==> src/rtl/usb1d_pkg.sv <==
// Shared definitions for the USB 1.1 device packet assembler.
// Latency: n/a (constants, types and a helper function only).
// Backpressure: n/a.
package usb1d_pkg;

  // PID nibbles as sent on the wire (low nibble of the PID byte).
  localparam logic [3:0] PID_ACK   = 4'b0010;
  localparam logic [3:0] PID_NAK   = 4'b1010;
  localparam logic [3:0] PID_STALL = 4'b1110;
  localparam logic [3:0] PID_NYET  = 4'b0110;
  localparam logic [3:0] PID_DATA0 = 4'b0011;
  localparam logic [3:0] PID_DATA1 = 4'b1011;
  localparam logic [3:0] PID_DATA2 = 4'b0111;
  localparam logic [3:0] PID_MDATA = 4'b1111;

  // cmd_type encodings.
  localparam logic CMD_HS   = 1'b0;
  localparam logic CMD_DATA = 1'b1;

  // Assembler FSM; the encoding is exported on the debug state port.
  typedef enum logic [2:0] {
    ST_IDLE = 3'd0,
    ST_PID  = 3'd1,
    ST_DATA = 3'd2,
    ST_CRC1 = 3'd3,
    ST_CRC2 = 3'd4
  } pa_state_t;

  // The PID byte carries the nibble in the low half and its complement above.
  function automatic logic [7:0] pid_byte(input logic [3:0] p);
    return {~p, p};
  endfunction

endpackage

==> src/rtl/usb1d_crc16.sv <==
// Byte-wide CRC16-USB step (poly 0x8005 reflected = 0xA001, LSB first).
// Latency: combinational; caller owns the state register.
// Backpressure: none; caller only advances the register on accepted bytes.
// Ports: crc_in (current register), data (byte to fold in), crc_out (next register).
module usb1d_crc16 (
  input  logic [15:0] crc_in,
  input  logic [7:0]  data,
  output logic [15:0] crc_out
);

  logic [15:0] c;

  always_comb begin
    c = crc_in ^ {8'h00, data};
    for (int i = 0; i < 8; i++) begin
      c = c[0] ? ((c >> 1) ^ 16'hA001) : (c >> 1);
    end
    crc_out = c;
  end

endmodule

==> src/rtl/usb1d_pa_gen.sv <==
// USB 1.1 device packet assembler: PID, FIFO payload and optional CRC16 onto UTMI TX.
// Latency: PID byte is presented the cycle after command capture; one byte per tx_ready.
// Backpressure: tx_ready stalls with tx_data held; FIFO empty mid-payload aborts the packet.
// Ports: cmd_* command handshake (cmd_ready only in IDLE); tx_* UTMI byte interface;
//        fifo_* show-ahead TX FIFO; pkt_done/pkt_err one-cycle status; state debug.
module usb1d_pa_gen
  import usb1d_pkg::*;
#(
  parameter int MAX_PKT_SIZE = 64,
  parameter int CNT_W        = $clog2(MAX_PKT_SIZE + 1),
  parameter bit CRC_EN       = 1'b1
) (
  input  logic             clk,
  input  logic             rst_n,
  input  logic             cmd_valid,
  output logic             cmd_ready,
  input  logic             cmd_type,
  input  logic [3:0]       cmd_pid,
  input  logic [CNT_W-1:0] cmd_len,
  output logic [7:0]       tx_data,
  output logic             tx_valid,
  output logic             tx_valid_last,
  output logic             tx_first,
  input  logic             tx_ready,
  input  logic [7:0]       fifo_data,
  input  logic             fifo_empty,
  output logic             fifo_re,
  output logic             pkt_done,
  output logic             pkt_err,
  output logic [2:0]       state
);

  localparam logic [CNT_W-1:0] MAX_LEN = CNT_W'(MAX_PKT_SIZE);
  localparam logic [CNT_W-1:0] ONE     = CNT_W'(1);

  pa_state_t        st_q, st_d;
  logic [7:0]       pid_q;
  logic             data_q;
  logic [CNT_W-1:0] rem_q;
  logic [15:0]      crc_q, crc_nxt, crc_tx;
  logic             ready_en;
  logic             fire, clamp, data_acc;
  logic [CNT_W-1:0] len_eff;

  // ready_en keeps cmd_ready low while reset is asserted, so every output is 0 in reset.
  assign cmd_ready = ready_en & (st_q == ST_IDLE);
  assign fire      = cmd_valid & cmd_ready;
  // Handshakes carry no payload, so their length field is never clamped or flagged.
  assign clamp     = (cmd_type == CMD_DATA) && (cmd_len > MAX_LEN);
  assign len_eff   = clamp ? MAX_LEN : cmd_len;
  assign data_acc  = (st_q == ST_DATA) & ~fifo_empty & tx_ready;
  assign crc_tx    = ~crc_q;
  assign state     = st_q;

  usb1d_crc16 u_crc (
    .crc_in  (crc_q),
    .data    (fifo_data),
    .crc_out (crc_nxt)
  );

  always_comb begin
    st_d          = st_q;
    tx_data       = 8'h00;
    tx_valid      = 1'b0;
    tx_valid_last = 1'b0;
    tx_first      = 1'b0;
    fifo_re       = 1'b0;
    pkt_done      = 1'b0;
    pkt_err       = 1'b0;
    case (st_q)
      ST_IDLE: begin
        if (fire) begin
          st_d    = ST_PID;
          pkt_err = clamp;
        end
      end
      ST_PID: begin
        tx_data       = pid_q;
        tx_valid      = 1'b1;
        tx_first      = 1'b1;
        tx_valid_last = !data_q || (rem_q == '0 && !CRC_EN);
        if (tx_ready) begin
          if (!data_q) begin
            st_d     = ST_IDLE;
            pkt_done = 1'b1;
          end else if (rem_q != '0) begin
            st_d = ST_DATA;
          end else if (CRC_EN) begin
            st_d = ST_CRC1;
          end else begin
            st_d     = ST_IDLE;
            pkt_done = 1'b1;
          end
        end
      end
      ST_DATA: begin
        tx_data       = fifo_data;
        tx_valid      = !fifo_empty;
        tx_valid_last = (rem_q == ONE) && !CRC_EN;
        fifo_re       = data_acc;
        if (fifo_empty) begin
          // Underrun: leave the packet unterminated so the PHY aborts it.
          st_d    = ST_IDLE;
          pkt_err = 1'b1;
        end else if (tx_ready && rem_q == ONE) begin
          if (CRC_EN) begin
            st_d = ST_CRC1;
          end else begin
            st_d     = ST_IDLE;
            pkt_done = 1'b1;
          end
        end
      end
      ST_CRC1: begin
        tx_data  = crc_tx[7:0];
        tx_valid = 1'b1;
        if (tx_ready) st_d = ST_CRC2;
      end
      ST_CRC2: begin
        tx_data       = crc_tx[15:8];
        tx_valid      = 1'b1;
        tx_valid_last = 1'b1;
        if (tx_ready) begin
          st_d     = ST_IDLE;
          pkt_done = 1'b1;
        end
      end
      default: st_d = ST_IDLE;
    endcase
  end

  always_ff @(posedge clk or negedge rst_n) begin
    if (!rst_n) begin
      st_q     <= ST_IDLE;
      pid_q    <= 8'h00;
      data_q   <= 1'b0;
      rem_q    <= '0;
      crc_q    <= 16'hFFFF;
      ready_en <= 1'b0;
    end else begin
      ready_en <= 1'b1;
      st_q     <= st_d;
      if (fire) begin
        pid_q  <= pid_byte(cmd_pid);
        data_q <= cmd_type;
        rem_q  <= (cmd_type == CMD_DATA) ? len_eff : '0;
        crc_q  <= 16'hFFFF;
      end else if (data_acc) begin
        rem_q <= rem_q - ONE;
        crc_q <= crc_nxt;
      end
    end
  end

endmodule
==> config.mk <==
export PLATFORM = sky130hd
export DESIGN_NAME = usb1d_pa_gen
export DESIGN_NICKNAME = d
export VERILOG_FILES = /design/src/rtl/usb1d_pkg.sv /design/src/rtl/usb1d_crc16.sv /design/src/rtl/usb1d_pa_gen.sv
export SDC_FILE = /design/constraint.sdc
export NUM_CORES = 1
export LEC_CHECK = 0
export CAP_MARGIN = 20
export CORE_UTILIZATION = 35
export CTS_BUF_LIST = sky130_fd_sc_hd__clkbuf_2 sky130_fd_sc_hd__clkbuf_4 sky130_fd_sc_hd__clkbuf_8
export DETAILED_ROUTE_END_ITERATION = 7
export GPL_TIMING_DRIVEN = 0
export PLACE_DENSITY = 0.57
export SKIP_CTS_REPAIR_TIMING = 1
export SYNTH_ARGS = -nofsm -noshare
export SYNTH_HDL_FRONTEND = slang
export SYNTH_SLANG_ARGS = --single-unit
==> constraint.sdc <==
create_clock -name clk -period 2.2 [get_ports clk]
set_input_delay 0.22 -clock clk [delete_from_list [all_inputs] [get_ports clk]]
set_output_delay 0.22 -clock clk [all_outputs]
set_load 0.005 [all_outputs]
==> results.txt <==
Cell area after layout: 0.00303 mm2
TritonCTS sink count: 36
Hold WS: 27.8 ps
Final critical path time including I/O delays and setup: 2140 ps
Register share of total power: 0.283
Summed negative setup slack over all endpoints: 0 ps
Max cap viols: 0
Maximum vdd drop: 0.562 mV
Result of the run: complete, no violations
Critical-path cell list: xor2_4 > xor2_1 > xnor3_2 > xnor3_1 > a21oi_1
Post-synthesis sequential element count: 36
Most area-hungry cell type in the Yosys netlist: sky130_fd_sc_hd__dfrtp_1
Pwr/cell area: 1490 mW/mm2
Psw: 1.67 mW
Required time worst endpoint: 2420 ps
Cell with the largest stage delay on the worst path: sky130_fd_sc_hd__dfstp_2
Ys flop type: sky130_fd_sc_hd__dfrtp_1
Static leakage power: 1.36 nW
Clock transition time at the flip-flop clock pins of the worst setup and hold paths: 70 ps
Most common cell after layout, fill and taps aside: sky130_fd_sc_hd__clkdlybuf4s50_1
Portion of the post-synthesis area used by sequential elements: 0.435
Layout Area Growth over Synthesis: 43.0%
Count of yosys warnings during synthesis: 0
Residual DRC count: 0
Synthesized netlist net count: 258
Kind of launch point of the worst setup path: flop
Critical Path Source: crc_q[4]
Critical R2R Launch: crc_q[4]
Final setup violation count: 0
Last weighted congestion value of the routability-driven placer: 0.789
Least-Margin Pin Slew: 827 ps
CTS H-Tree Depth: 2
Fin nets: 319
Antenna-violating nets left: 0
Cell Count Post-Placement: 344
Pin count of the biggest net entering global routing: 37
First-pass iteration count of the detailed router: 5
Worst-path fanout max: 3
Netlist area before placement: 0.00212 mm2
Synth unique cells: 42
Clock skew: 3.11 ps
IO buf count: 42
Core box area: 0.00568 mm2
Overflow left after global routing: 0
Root Buffer: sky130_fd_sc_hd__clkbuf_8
Final Routed Wirelength: 5520 um
Number of I/O pins: 43
Mapped Avg Cell Area: 9.20 um2
Mean routed wirelength per cell: 15.2 um
Max-slew violations: 0
Portion of synthesized cell area occupied by the leading cell type: 0.237
Cell count after synthesis: 230
Total GRT Usage: 0.188
Sum of buffers and inverters on the critical path: 0
Internal power component: 2.84 mW
TritonCTS clock tree: built
Die Span X: 79.8 um
Initial core utilization: 0.373
Row cnt: 27
Vias in the first global route: 1782
Global-route wire length before repair: 8990 um
Count of placed standard cells in the final layout, fillers left out: 364
Antenna cell count: 0
Later-pin clock latency in the skew report: 280 ps
Antenna violations before repair: 0
Detailed Place HPWL: 4080 um
Total Die Area: 0.00636 mm2
Relative max-transition margin: 0.448
Largest stage delay on the critical path: 600 ps
Crit path kind: reg2reg
Fraction of final layout cells sized beyond drive strength 1: 0.223
Synth async-reset ratio: 1.00
EDFF count, synth: 0
Largest delay contributor family on the critical path: XOR/XNOR gates
Share of the cycle needed by the critical path after routing: 0.971
Top cells by area in the synthesized netlist: sky130_fd_sc_hd__dfrtp_1 (24%), sky130_fd_sc_hd__dfstp_2 (20%), sky130_fd_sc_hd__xnor2_1 (6.2%)
Final hold violation count: 0
Min-Delay Path Class: in2async
Placed standard-cell area: 0.00262 mm2
Clk pwr share: 0.142
Critical path capture point type: flop
Fmax: 468 MHz
Worst-case clock buffer depth: 2
Chip Height: 79.8 um
Via count: 1837
Switch share: 0.370
Relative contribution of combinational cells to total power: 0.575
CP arrival: 2360 ps
Total CTS buffers: 5
DRC violation total after the first TritonRoute iteration: 108
Most frequent cells in the layout: sky130_fd_sc_hd__clkdlybuf4s50_1 (34), sky130_fd_sc_hd__nand2_1 (27), sky130_fd_sc_hd__a21oi_1 (21)
Routed via count divided by cell count: 5.05
[flip-flops by register name, summed over array words and instances (netlist names)]
name	cells
state	3
ready_en	1
rem_q	7
crc_q	16
data_q	1
pid_q	8
[power groups by stage]
| stage | Combinational (mW) | Sequential (mW) | Clock [mW] |
|---|---|---|---|
| CTS | 2.27 | 1.26 | 0.656 |
| detailed placement | 2.26 | 1.28 | 0 |
| floorplan | 1.54 | 1.19 | 0 |
| global route | 2.86 | 1.31 | 0.675 |
| global placement | 2.24 | 1.27 | 0 |
| finish | 2.59 | 1.28 | 0.641 |
[stage by stage]
step | total power, mW | setup slack, ps | util
2_1_floorplan | 2.73 | 237 | -
3_3_place_gp | 3.51 | -650 | 0.463
3_5_place_dp | 3.53 | -675 | 0.462
4_1_cts | 4.19 | -787 | 0.484
5_1_grt | 4.84 | -13.5 | 0.533
6_report | 4.51 | 63.5 | 0.533
[worst register-to-register path: cells and delay by family, from the launching register on]
kind | cells | cell delay, ps
xor+xnor | 4 | 1320
compound gates | 1 | 150
flops | 1 | 600
[routing by layer]
layer,track usage,up-vias,part of all wire
met1,0.268,874,0.50
met2,0.292,40,0.45
li1,-,915,-
met3,0.0251,8,0.033
met5,0,-,0
met4,0.0589,0,0.016
[cells in the mapped netlist, types with 3 or more instances]
master                     count
sky130_fd_sc_hd__o22a_1        6
sky130_fd_sc_hd__o22ai_1       7
sky130_fd_sc_hd__o21ai_0       9
sky130_fd_sc_hd__and2_1        3
sky130_fd_sc_hd__nand2_1      27
sky130_fd_sc_hd__ha_1          3
sky130_fd_sc_hd__xnor2_1      15
sky130_fd_sc_hd__o21a_1        4
sky130_fd_sc_hd__nand3_1       7
sky130_fd_sc_hd__dfstp_2      16
sky130_fd_sc_hd__xor2_1        7
sky130_fd_sc_hd__dfrtp_1      20
sky130_fd_sc_hd__nand2b_1      3
sky130_fd_sc_hd__nor3_1        3
sky130_fd_sc_hd__nor2_1       21
sky130_fd_sc_hd__a21oi_1      21
sky130_fd_sc_hd__clkbuf_1      8
sky130_fd_sc_hd__nor4_1        3
sky130_fd_sc_hd__nor2b_1       4
sky130_fd_sc_hd__mux2i_1       5
sky130_fd_sc_hd__inv_1        11
[final timing paths]
check                      slack, ps  depth (start not counted)        to
hold / removal                    30                          1  state[0]
min in group clk                 490                          3  pid_q[3]
setup / recovery                  60                          5  crc_q[0]
setup reg to reg                  60                          5  crc_q[0]
max in group asynchronous       1610                          1  state[2]
hold reg to reg                  490                          2  pid_q[1]
[layout make-up]
| type | count | area (um2) |
|---|---|---|
| flip-flops and latches | 36 | 923 |
| fillers | 523 | 2650 |
| multi-input cells | 173 | 1210 |
| clock inverters | 1 | 30.0 |
| inverters | 11 | 43.8 |
| plain buffers | 9 | 87.6 |
| clock buffers | 7 | 96.3 |
| well taps | 72 | 90.1 |
| repair buffers | 55 | 543 |
[logic make-up (layout without fill, tap and decap cells)]
logic type / Yosys count / in the layout / synth area share
muxes: 5 / 5 / 0.0237
xor gates and xnor gates: 26 / 26 / 0.128
other: 1 / 1 / 0.00177
AOI/OAI and AO/OA: 60 / 60 / 0.180
buffers and inverters: 21 / 83 / 0.0384
DFF: 36 / 36 / 0.435
and+or+nand+nor: 78 / 78 / 0.174
adders and majority gates: 3 / 3 / 0.0177
Note: power is estimated with default switching activity, not from simulation.
